### config.mk
export PLATFORM = sky130hd
export DESIGN_NAME = inbox_fifo
export DESIGN_NICKNAME = d
export VERILOG_FILES = /design/src/rtl/inbox_fifo.sv
export SDC_FILE = /design/constraint.sdc
export NUM_CORES = 1
export LEC_CHECK = 0
export BUFFER_PORTS_ARGS = -buffer_cell sky130_fd_sc_hd__buf_2
export CORE_MARGIN = 10
export CORE_UTILIZATION = 35
export DETAILED_ROUTE_END_ITERATION = 16
export GPL_TIMING_DRIVEN = 0
export PLACE_DENSITY = 0.52
export RECOVER_POWER = 25
export SYNTH_ARGS = -nofsm -noshare
export SYNTH_HDL_FRONTEND = slang
export SYNTH_SLANG_ARGS = --single-unit
export TNS_END_PERCENT = 1
### constraint.sdc
create_clock -name clk -period 6.6 [get_ports clk]
set_input_delay 0.99 -clock clk [delete_from_list [all_inputs] [get_ports clk]]
set_output_delay 0.99 -clock clk [all_outputs]
set_load 0.01 [all_outputs]
### src/rtl/inbox_fifo.sv
// +--------------------------------------------------------------------------+
// | inbox_fifo : first-word-fall-through FIFO feeding the CPU INBOX source   |
// | Revision   : 1.0                                                         |
// +--------------------------------------------------------------------------+
`default_nettype none

module inbox_fifo #(
  parameter  int DEPTH = 32,
  localparam int AW    = $clog2(DEPTH)
) (
  input  logic          clk,
  input  logic          rst,
  input  logic [7:0]    i_data,
  input  logic          i_wr,
  output logic          o_full,
  input  logic          i_rd,
  output logic [7:0]    o_data,
  output logic          o_empty,
  output logic [AW:0]   o_count,
  output logic          o_ovf,
  output logic          o_udf
);

  localparam logic [AW-1:0] C_PTR_ONE   = AW'(1);
  localparam logic [AW:0]   C_CNT_ONE   = (AW+1)'(1);
  localparam logic [AW:0]   C_CNT_DEPTH = (AW+1)'(DEPTH);

  logic [7:0]    mem_q [DEPTH];
  logic [AW-1:0] wr_ptr_q, wr_ptr_d;
  logic [AW-1:0] rd_ptr_q, rd_ptr_d;
  logic [AW:0]   count_q, count_d;
  logic          ovf_q, ovf_d;
  logic          udf_q, udf_d;
  logic          push, pop;

  assign o_empty = (count_q == '0);
  assign o_full  = (count_q == C_CNT_DEPTH);
  assign o_count = count_q;
  assign o_ovf   = ovf_q;
  assign o_udf   = udf_q;
  // Empty forces zero so the consumer never sees stale or uninitialised storage.
  assign o_data  = o_empty ? 8'h00 : mem_q[rd_ptr_q];

  always_comb begin
    // A pop frees the slot this cycle, so a push while full is still taken.
    push     = i_wr && (!o_full || i_rd);
    pop      = i_rd && !o_empty;
    wr_ptr_d = wr_ptr_q;
    rd_ptr_d = rd_ptr_q;
    count_d  = count_q;
    ovf_d    = ovf_q | (i_wr && o_full && !i_rd);
    udf_d    = udf_q | (i_rd && o_empty);
    if (push) wr_ptr_d = wr_ptr_q + C_PTR_ONE;
    if (pop)  rd_ptr_d = rd_ptr_q + C_PTR_ONE;
    if (push && !pop)      count_d = count_q + C_CNT_ONE;
    else if (pop && !push) count_d = count_q - C_CNT_ONE;
  end

  always_ff @(posedge clk) begin
    if (rst) begin
      wr_ptr_q <= '0;
      rd_ptr_q <= '0;
      count_q  <= '0;
      ovf_q    <= 1'b0;
      udf_q    <= 1'b0;
    end else begin
      wr_ptr_q <= wr_ptr_d;
      rd_ptr_q <= rd_ptr_d;
      count_q  <= count_d;
      ovf_q    <= ovf_d;
      udf_q    <= udf_d;
    end
  end

  always_ff @(posedge clk) begin
    if (push && !rst) mem_q[wr_ptr_q] <= i_data;
  end

`ifndef SYNTHESIS
  a_count_max : assert property (@(posedge clk) disable iff (rst) count_q <= C_CNT_DEPTH);
  a_empty     : assert property (@(posedge clk) disable iff (rst) o_empty == (count_q == '0));
  a_ptr_diff  : assert property (@(posedge clk) disable iff (rst)
                                 (wr_ptr_q - rd_ptr_q) == count_q[AW-1:0]);
  a_data_known: assert property (@(posedge clk) disable iff (rst) !$isunknown(^o_data));
`endif

endmodule

`default_nettype wire
Word-level counts from Yosys, hierarchy flattened
Memory sizes are Yosys's and may differ from the RTL's. A register that Yosys moved wholly into a read port is not among the register bits.
Cells that the tools add are included.
- add/sub/neg operators: 4
- eq/ne operators: 1
- mux-type cells: 7
- bitwise gates (word level): 2
- reduce and logical (&&, ||, !) cells: 17
- operator list (operator ; count):
    two-way mux 6 bit ; 2
    adder 5 x 1 -> 5 bit, second input constant ; 2
    two-way mux 5 bit ; 2
    logical AND 1 bit ; 8
    two-way mux 8 bit ; 1
    adder 6 x 1 -> 6 bit, second input constant ; 1
    == test 6 bit, second input constant ; 1
    zero test 1 bit ; 6
    zero test 6 bit ; 1
    subtractor 6 x 1 -> 6 bit, second input constant ; 1
    two-way mux 1 bit ; 2
    bitwise OR 1 bit ; 2
    nonzero test 2 bit ; 1
    logical OR 1 bit ; 1
- register bits: 18
- memory bits (writable): 256
- input bits: 12
- output and inout bits: 18
- logic and storage cells: 37
- memories kept: 1
- memories (name ; words ; width ; rd ports ; clocked after memory_dff ; write ports ; line ; RTL):
    mem_q ; 32 ; 8 ; 1 ; 1 ; 1 ; 28 ; logic [7:0] mem_q [DEPTH];

Longest topological paths before layout
- depth in word-level cells: 8
- gate-level depth with buffers: 12

Worst setup path before layout
Ideal clock, no wire load.
- path kind: input -> register
- start point: in i_rd
- end point: reg count_q[4] (netlist: o_count[4])
- setup time: 0.070 ns
- data arrival time: 3.271 ns
- required time: 6.530 ns
- slack: 3.259 ns
- stages on the path: 11
- buffers on the path: 1
- cells stage by stage: buf_4 -> o41ai_4 -> inv_1 -> ha_1 -> inv_1 -> ha_1 -> nor2b_1 -> o21a_1 -> o21ai_0 -> or3b_2 -> a21oi_1
- cells in the longest elaborated chain, start to end: 5
- ends and longest elaborated chain (what ; line ; RTL):
    start: declaration ; 16 ; input logic i_rd,
    logical OR 1 bit * ; 46 ; push = i_wr && (!o_full || i_rd);
    logical AND 1 bit * ; 46 ;
    named net push ; 34 ; logic push, pop;
    zero test 1 bit ; 56 ; else if (pop && !push) count_d = count_q - C_CNT_ONE;
    logical AND 1 bit ; 56 ;
    nonzero test 2 bit (no line) ; n/a ;
    end signal: assignment ; 69 ; count_q <= count_d;
    end: declaration ; 31 ; logic [AW:0] count_q, count_d;
The timed path passes the listed nets; every way through them passes the cells marked *.
A chain may end at the register's enable or synchronous reset.

==> reports/metrics.cfg <==
[run_status]
outcome=complete, but fails checks
violations=max-capacitance violations, max-slew violations

[setup_path]
reg2reg_to=o_count[4]$_SDFFE_PP0P_
required_ps=5610
start_kind=flip-flop
rr_startpoint=o_count[0]$_SDFFE_PP0P_
worst-setup-path-type=flip-flop to output pin
crit_fanout=10
worst_setup_path_end_kind=output pin
crit_chain=buf_2, buf_2, buf_2, mux4_2, mux2i_1, a221oi_1, buf_2
critPathTopFamily=buffers and inverters
slowest_stage=buf_2
critPathCapture=o_data[5]
reg2reg_depth=12
cp_slowest_stage_delay_ps=440
path_buf_inv=4
r2r_slack_ps=3170
crit_path_frequent_cell=buf_2
cp_num_cells=7
arrival_ps=3040

[floorplanning]
die_h_um=199
die_w_um=199
start_util_pct=35.5
fp-row-count=65
core_um2=31600
io_pins=30
dieArea_um2=39600

[clocking]
clkTransAtPathRegs_ps=60
tritoncts=built
cts_setup_buffers=0
clk_path_buf_depth=3
cts_resized=0
clkSinkCount=279
hold_buffers=0
clk_latency_ps=550
htreeDepth=1
clock-root-buffer=clkbuf_16
cts_buffers=29

[sta]
hold_viol_final=0
relSlewSlack_pct=-6.24
fin_skew_ps=14.0
setup_tns_ps=0
rsz0062_at_grt=false
tightest_slew_ps=1590
min_period_over_period_pct=61.1
period_minus_slack_ps=4030
finalSetupViolations=0
whs_ps=475
fmax_ghz=0.248
final_max_slew_viol_count=99

[synthesis]
synth-edff-count=256
synth-seq-area-share_pct=72.7
netlist.area_leader.share_pct=68.6
synth_commonest_cells=edfxtp_1 (256), nor2_1 (50), mux4_2 (46), mux4_1 (26), dfxtp_1 (23)
ys_warn_count=0
async_flop_share_pct=0
synth_area_leader_cell=edfxtp_1
synth_fp_nets=590
netlist_area_um2=11200
synthesis.instances=566
synth_ff_type=edfxtp_1
syn_area_per_cell_um2=19.8
yosysUniqueCellTypes=45
synth-seq-cells=279
post-synth-top-count-cell=edfxtp_1
ys_top_cells_by_area=edfxtp_1 (69%), mux4_2 (9.2%), mux4_1 (6.1%)

[global_route]
grt_use_total_pct=12.7
grt_pass1_vias=5843
grt_use_met3_pct=2.20
gr-total-overflow=0
grt_pass1_wl_mm=36.9
antenna_found_initial=0
top_usage_layer=met2
globalRouteMet2Util_pct=20.7
grtUsageMet1_pct=16.8
grt_max_degree=33

[drt]
drt-vias-per-instance=5.23
post_drt_wl_per_cell_um=23.8
drt_iter0_drc=322
dr.pass1.iters=5
antenna_left=0
vias=5491
wl_mm=25.0
drc=0

[placement]
gp_congestion=0.809
portBuffers=27
hpwl_mm=16.0
place_inst=995

[power_and_ir_drop]
power_density_nw_per_um2=360
peakVddDrop_v=0.000221
power.leakage_nw=4.08
power.total_mw=4.59

[min_path]
hp-class=flip-flop to flip-flop

[flow_run]
maxCapViolCount=5

[cells_and_area]
n_antenna_cell=0
instances_no_fill=1049
final_util_pct=40.5
syn_to_final_growth_pct=14.0
drive_above_1_share_pct=21.5
final_nets=648

==> per-stage QoR <==
stage          setup WS, ps  cell area [um2]
4_1_cts                2510            12800
3_3_place_gp           3020            11800
2_1_floorplan          3260            11200
6_report               2570            12800
5_1_grt                2430            12800
3_5_place_dp           2940            11800
==> final cells by class <==
cell class | instances | area, um2
inverters | 18 | 67.6
clock inverters | 10 | 114
multi-input cells | 240 | 2820
flip-flops and latches | 279 | 8150
well taps | 402 | 503
clock buffers | 44 | 822
repair buffers | 27 | 128
fillers | 2792 | 18800
plain buffers | 29 | 170
==> flip-flops by register name, summed over array words and instances, names as in the netlist, named ones only <==
| name | cells |
|---|---|
| mem_q | 256 |
| o_count | 6 |
| rd_ptr_q | 5 |
| wr_ptr_q | 5 |
| o_ovf | 1 |
| o_udf | 1 |
==> report_power, final <==
part / internal, mW / total (mW) / switching [mW]
Clock: 0.938 / 1.58 / 0.645
Sequential: 1.96 / 1.99 / 0.0297
Combinational: 0.461 / 1.02 / 0.555
Total: 3.36 / 4.59 / 1.23
==> kinds of logic (layout without fill, tap and decap cells) <==
| kind of cell | Yosys count | after routing | synth area share, % |
|---|---|---|---|
| xor gates and xnor gates | 8 | 8 | 0.626 |
| and+or+nand+nor | 105 | 105 | 4.36 |
| DFF | 279 | 279 | 72.7 |
| adders and majority gates | 12 | 12 | 1.41 |
| AOI/OAI and AO/OA | 35 | 35 | 2.69 |
| muxes | 80 | 80 | 16.1 |
| buffers and inverters | 47 | 128 | 2.12 |
==> worst min-delay path by stage <==
stage	cells past startpoint	slack [ps]	start	endpoint
floorplan	2	460	rd_ptr_q[1]$_SDFFE_PP0P_	flip-flop
global placement	2	450	o_udf$_SDFF_PP0_	o_udf$_SDFF_PP0_
detailed placement	2	460	o_ovf$_SDFF_PP0_	o_ovf$_SDFF_PP0_
CTS	2	480	o_ovf$_SDFF_PP0_	o_ovf$_SDFF_PP0_
global route	2	510	o_ovf$_SDFF_PP0_	o_ovf$_SDFF_PP0_
finish	2	470	o_ovf$_SDFF_PP0_	o_ovf$_SDFF_PP0_
==> layout by cell type (no fill, tap or decap), types with 5 or more instances in the layout <==
cell type  count
a21oi_1        9
xor2_1         7
o221ai_1       8
nand3_1        5
mux2i_1        8
inv_1         17
edfxtp_1     256
nor3_1         5
clkbuf_16     29
mux4_2        46
a221oi_2       5
mux4_1        26
clkbuf_1      27
clkinv_2       6
dfxtp_1       23
ha_1          11
nand2_1       20
buf_2         31
nor2_1        50
==> per-layer routing <==
layer,part of all wire [%],routed length [um]
met1,44,11100
met2,48,11900
met3,5.4,1340
met4,2.6,657
met5,0,0
==> worst reg2reg max path: stages (launching register included) <==
cell and delay, ps:
dfxtp_1 360, or4_4 570, or3_1 320, buf_2 160, nand2_2 100, ha_1 280, inv_1 180, ha_1 320
nor2b_1 130, o21a_1 170, o21ai_0 150, or3b_2 460, a21oi_1 140
No activity file was read; power rests on OpenSTA's default activity.
